File: src/rtl/stim_sequencer.sv
`default_nettype none
// +------------------------------------------------------------------------+
// | stim_sequencer                                                         |
// | Registered DUT reset pulse followed by a held ramp of stimulus values. |
// | Rev 1.0 - initial release                                              |
// +------------------------------------------------------------------------+
module stim_sequencer #(
    parameter int                WIDTH      = 8,
    parameter int                STEPS      = 4,
    parameter int                RST_CYCLES = 2,
    parameter int                GAP_CYCLES = 2,
    parameter logic [WIDTH-1:0]  INIT_VALUE = WIDTH'(0),
    parameter logic [WIDTH-1:0]  BASE       = WIDTH'(2),
    parameter logic [WIDTH-1:0]  INCR       = WIDTH'(1),
    parameter int                HOLD_W     = 8,
    localparam int               SW         = (STEPS > 1) ? $clog2(STEPS) : 1
) (
    input  logic              clk,
    input  logic              rst,
    input  logic              start,
    input  logic              loop_en,
    input  logic              abort,
    input  logic [HOLD_W-1:0] hold_cycles,
    output logic              dut_rst,
    output logic [WIDTH-1:0]  value,
    output logic [SW-1:0]     step_idx,
    output logic              busy,
    output logic              done
);

    // Counter is one bit wider than anything it must reach, so the hold count zero-extends cleanly.
    localparam int CW_A = (HOLD_W > $clog2(RST_CYCLES + 1)) ? HOLD_W : $clog2(RST_CYCLES + 1);
    localparam int CW   = ((CW_A > $clog2(GAP_CYCLES + 1)) ? CW_A : $clog2(GAP_CYCLES + 1)) + 1;

    localparam logic [CW-1:0] RST_LAST  = CW'(RST_CYCLES - 1);
    localparam logic [CW-1:0] GAP_LAST  = CW'(GAP_CYCLES - 1);
    localparam logic [SW-1:0] STEP_LAST = SW'(STEPS - 1);

    typedef enum logic [2:0] {
        S_IDLE = 3'd0,
        S_RST  = 3'd1,
        S_GAP  = 3'd2,
        S_RUN  = 3'd3,
        S_DONE = 3'd4
    } state_t;

    state_t            state;
    logic [CW-1:0]     cnt;
    logic [HOLD_W-1:0] hold_lat;
    logic              loop_lat;
    logic [CW-1:0]     hold_last;

    assign hold_last = CW'(hold_lat) - CW'(1);

    always_ff @(posedge clk) begin
        if (rst) begin
            state    <= S_IDLE;
            cnt      <= '0;
            hold_lat <= '0;
            loop_lat <= 1'b0;
            dut_rst  <= 1'b1;
            value    <= INIT_VALUE;
            step_idx <= '0;
            busy     <= 1'b0;
            done     <= 1'b0;
        end else if (abort) begin
            state    <= S_IDLE;
            cnt      <= '0;
            dut_rst  <= 1'b1;
            value    <= INIT_VALUE;
            step_idx <= '0;
            busy     <= 1'b0;
            done     <= 1'b0;
        end else begin
            done <= 1'b0;
            case (state)
                S_IDLE, S_DONE: begin
                    if (start) begin
                        state    <= S_RST;
                        cnt      <= '0;
                        loop_lat <= loop_en;
                        // A zero hold would never expire, so it runs as a one-cycle hold.
                        hold_lat <= (hold_cycles == '0) ? HOLD_W'(1) : hold_cycles;
                        dut_rst  <= 1'b1;
                        value    <= INIT_VALUE;
                        step_idx <= '0;
                        busy     <= 1'b1;
                    end
                end
                S_RST: begin
                    if (cnt == RST_LAST) begin
                        state   <= S_GAP;
                        cnt     <= '0;
                        dut_rst <= 1'b0;
                    end else begin
                        cnt <= cnt + CW'(1);
                    end
                end
                S_GAP: begin
                    if (cnt == GAP_LAST) begin
                        state    <= S_RUN;
                        cnt      <= '0;
                        value    <= BASE;
                        step_idx <= '0;
                    end else begin
                        cnt <= cnt + CW'(1);
                    end
                end
                S_RUN: begin
                    if (cnt == hold_last) begin
                        cnt <= '0;
                        if (step_idx == STEP_LAST) begin
                            if (loop_lat) begin
                                state    <= S_RST;
                                dut_rst  <= 1'b1;
                                value    <= INIT_VALUE;
                                step_idx <= '0;
                            end else begin
                                state <= S_DONE;
                                busy  <= 1'b0;
                                done  <= 1'b1;
                            end
                        end else begin
                            step_idx <= step_idx + SW'(1);
                            value    <= value + INCR;
                        end
                    end else begin
                        cnt <= cnt + CW'(1);
                    end
                end
                default: begin
                    state    <= S_IDLE;
                    cnt      <= '0;
                    dut_rst  <= 1'b1;
                    value    <= INIT_VALUE;
                    step_idx <= '0;
                    busy     <= 1'b0;
                end
            endcase
        end
    end

endmodule
`default_nettype wire
File: config.mk
export PLATFORM = sky130hd
export DESIGN_NAME = stim_sequencer
export DESIGN_NICKNAME = d
export VERILOG_FILES = /design/src/rtl/stim_sequencer.sv
export SDC_FILE = /design/constraint.sdc
export NUM_CORES = 1
export LEC_CHECK = 0
export ABC_AREA = 1
export CAP_MARGIN = 20
export CORE_MARGIN = 1
export CORE_UTILIZATION = 50
export DETAILED_ROUTE_END_ITERATION = 12
export HOLD_SLACK_MARGIN = 0.1
export PLACE_DENSITY = 0.76
export SYNTH_ARGS = -nofsm -noshare
export SYNTH_HDL_FRONTEND = slang
export SYNTH_SLANG_ARGS = --single-unit
File: constraint.sdc
create_clock -name clk -period 2 [get_ports clk]
set_clock_uncertainty 0.15 [all_clocks]
set_input_delay 0.2 -clock clk [delete_from_list [all_inputs] [get_ports clk]]
set_output_delay 0.2 -clock clk [all_outputs]
set_load 0.05 [all_outputs]
==> impl_metrics.ini <==
[run_status]
status = finished with violations
violations = negative setup slack

[detailed_routing]
num_vias = 2128
wl_per_cell_um = 11.7
viasPerCell = 5.02
drc_errors = 0
drtPass1Iterations = 5
drtIter0Drc = 137
postRouteAntennaNets = 0
drt_wl_total_um = 4970

[clock_network]
clock_sinks = 34
clock-root-buffer = clkbuf_8
h-tree-depth = 2
clk_latency_ns = 0.29
numCtsBuffers = 5
clk_pin_slew_ns = 0.07
clock_path_buffers = 2
cts_tree = built

[place]
post-dp-hpwl_um = 3640
io_buffers = 25
gp_congestion = 0.901

[timing]
timing.final.hold_violations = 0
hold_slack_ns = 0.318
drv_slew = 0
period_share_pct = 106
fin_ws_ns = -0.123
fmax_mhz = 471
rsz0062_at_grt = yes
setup_viol = 4
tightest_slew_ns = 0.503
relSlewSlack_pct = 66.3
min_period_ns = 2.12

[worst_hold_path]
holdPathStages = 2
min_to = busy$_SDFFE_PP0P_
worstHoldStart = busy$_SDFFE_PP0P_
hold_path_class = flip-flop to flip-flop

[global_route]
antenna_found_initial = 0
grt_max_degree = 16
grt.overflow.total = 0
grtUsageMet1_pct = 33.8
grt_util_met2_pct = 37.4
grt_pass1_vias = 1869
grtUsageMet3_pct = 6.03
top_usage_layer = met2
grt_use_total_pct = 24.8
grt_pass1_wl_um = 8210

[synth]
yosysUniqueCellTypes = 30
syn_nets = 345
yosys_warnings = 0
seq_area_frac_synth_pct = 32.8
ys_ff_latch = 34
syn_area_mm2 = 0.00208
avgSynthCellArea_um2 = 6.35
synth-async-reset-ratio_pct = 0
synthCells = 327
synth-edff-count = 0
ys.flop_type = dfxtp_1

[worst_setup_path]
r2r-start = hold_lat[1]$_SDFFE_PP0P_
crit_family = simple AND/OR/NAND/NOR gates
cp_slowest_cell = dfxtp_2
arrival_ns = 2.18
r2r_end = step_idx[0]$_SDFFE_PP0P_
slowest_delay_ns = 0.34
critPathBufInv = 2
required_ns = 2.06
path_max_fanout = 6
endpoint_kind = flip-flop
crit_type = flip-flop to flip-flop
path_cells = inv_2 -> ha_4 -> xor2_1 -> nand2_1 -> nor2_1 -> nand2_1 -> nor2_2 -> nand3_2 -> nand2_4 -> nand2_4 -> buf_6 -> or2_0 -> a21oi_1
ff2ff_path_depth = 13
r2r_slack_ns = -0.12
startpoint_type = flip-flop

[floorplanning]
dieArea_mm2 = 0.00441
ios = 26
start_util_pct = 51.9
core_area_mm2 = 0.00400
die_w_um = 66.4
die_h_um = 66.4
rows = 23

[cells_and_area]
final_layout_size_suffix_gt1_share_pct = 15.2
area_delta_synth_final_pct = 28.4
nets = 391
antenna_cells = 0

[pwr]
p_per_area_mw_per_mm2 = 637
max-vdd-ir-drop_v = 0.000578
total_power_mw = 1.70
power_leakage_nw = 1.23

[run]
cap_viol_max_count = 0
[what timing repair did]
item                                    CTS  global route
pin swaps                                 7             7
buffers inserted                          5             1
hold buffers                              0             0
endpoints found under the setup margin   24            25
gates resized for setup                  15            12
hold endpoints to repair                  0             0
[synth_stat cells (4+ instances only)]
master	n	area [µm²]
inv_1	45	169
xor2_1	10	87.6
nand4_1	4	25.0
nor2_1	39	146
nor2_2	5	31.3
a21oi_1	20	100
nand2_1	85	319
ha_1	5	62.6
o21ai_0	15	75.1
nand3_1	20	100
nor3_1	13	65.1
dfxtp_1	34	681
[worst reg2reg max path: stages (launching register included)]
cell	delay, ns
dfxtp_2	0.34
inv_2	0.05
ha_4	0.25
xor2_1	0.13
nand2_1	0.06
nor2_1	0.11
nand2_1	0.07
nor2_2	0.09
nand3_2	0.10
nand2_4	0.12
nand2_4	0.08
buf_6	0.12
or2_0	0.21
a21oi_1	0.16
[how the worst max path moves through the flow]
stage / startpoint / endpoint / depth (start not counted)
4_1_cts: hold_lat[0]$_SDFFE_PP0P_ / step_idx[0]$_SDFFE_PP0P_ / 13
5_1_grt: hold_lat[1]$_SDFFE_PP0P_ / step_idx[0]$_SDFFE_PP0P_ / 13
3_5_place_dp: hold_lat[0]$_SDFFE_PP0P_ / cnt[4]$_SDFFE_PP0N_ / 16
6_report: hold_lat[1]$_SDFFE_PP0P_ / step_idx[0]$_SDFFE_PP0P_ / 13
2_1_floorplan: value[0]$_SDFFE_PP0P_ / value[7]$_SDFFE_PP0P_ / 8
3_3_place_gp: hold_lat[0]$_SDFFE_PP0P_ / cnt[4]$_SDFFE_PP0N_ / 16
[stage by stage]
step | cell area (µm²) | util [%] | std cells | setup slack (ns) | setup TNS (ns)
after floorplan | 2080 | - | 327 | 0.0374 | 0
after global placement | 2460 | 61.5 | 410 | -0.116 | -0.473
after detailed placement | 2460 | 61.5 | 410 | -0.150 | -1.32
after CTS | 2620 | 65.5 | 423 | -0.0923 | -0.239
after global routing | 2670 | 66.6 | 424 | -0.247 | -3.12
final | 2670 | 66.6 | 424 | -0.123 | -0.204
[power breakdown]
| group | switching, mW | leakage [nW] | internal, mW |
|---|---|---|---|
| registers | 0.0281 | 0.278 | 0.706 |
| logic | 0.262 | 0.908 | 0.178 |
| clock network | 0.246 | 0.0482 | 0.278 |
[layer usage]
metal  vias to the layer above  wire, µm
li1                       1133         -
met1                       947      2470
met2                        41      2220
met3                         7       195
met4                         0        78
met5                         -         0
[cells by family (layout without fill, tap and decap cells)]
kind of cell               count (synthesis)  after routing  synth area share [%]
and+or+nand+nor                          181            181                  38.9
buffers and inverters                     54            101                  10.2
AOI/OAI and AO/OA                         43             43                  10.9
DFF                                       34             34                  32.8
xor gates and xnor gates                  10             10                  4.22
adders and majority gates                  5              5                  3.01
[final cells by class]
class	count	area [µm²]
tap	50	62.6
sequential	34	684
multi-input combinational	239	1250
timing repair buffer	44	397
clock inverter	1	5.00
fill	355	1340
inverter	49	184
clock buffer	7	86.3
[flip-flops by register name, summed over array words and instances (netlist names)]
| register | count |
|---|---|
| cnt | 9 |
| hold_lat | 8 |
| value | 8 |
| state | 3 |
| step_idx | 2 |
| busy | 1 |
| done | 1 |
| dut_rst | 1 |
| loop_lat | 1 |
[cell usage in the layout (no fill, tap or decap), types with 6 or more instances in the layout]
| master | count |
|---|---|
| clkbuf_8 | 6 |
| nor2_2 | 6 |
| nor3_1 | 13 |
| nor2_1 | 37 |
| nand2_1 | 83 |
| o21ai_0 | 9 |
| inv_1 | 43 |
| dfxtp_1 | 31 |
| clkdlybuf4s50_1 | 25 |
| a21oi_1 | 20 |
| nand3_1 | 20 |
| xor2_1 | 10 |
| buf_4 | 18 |
(Power assumes the default switching activity.)
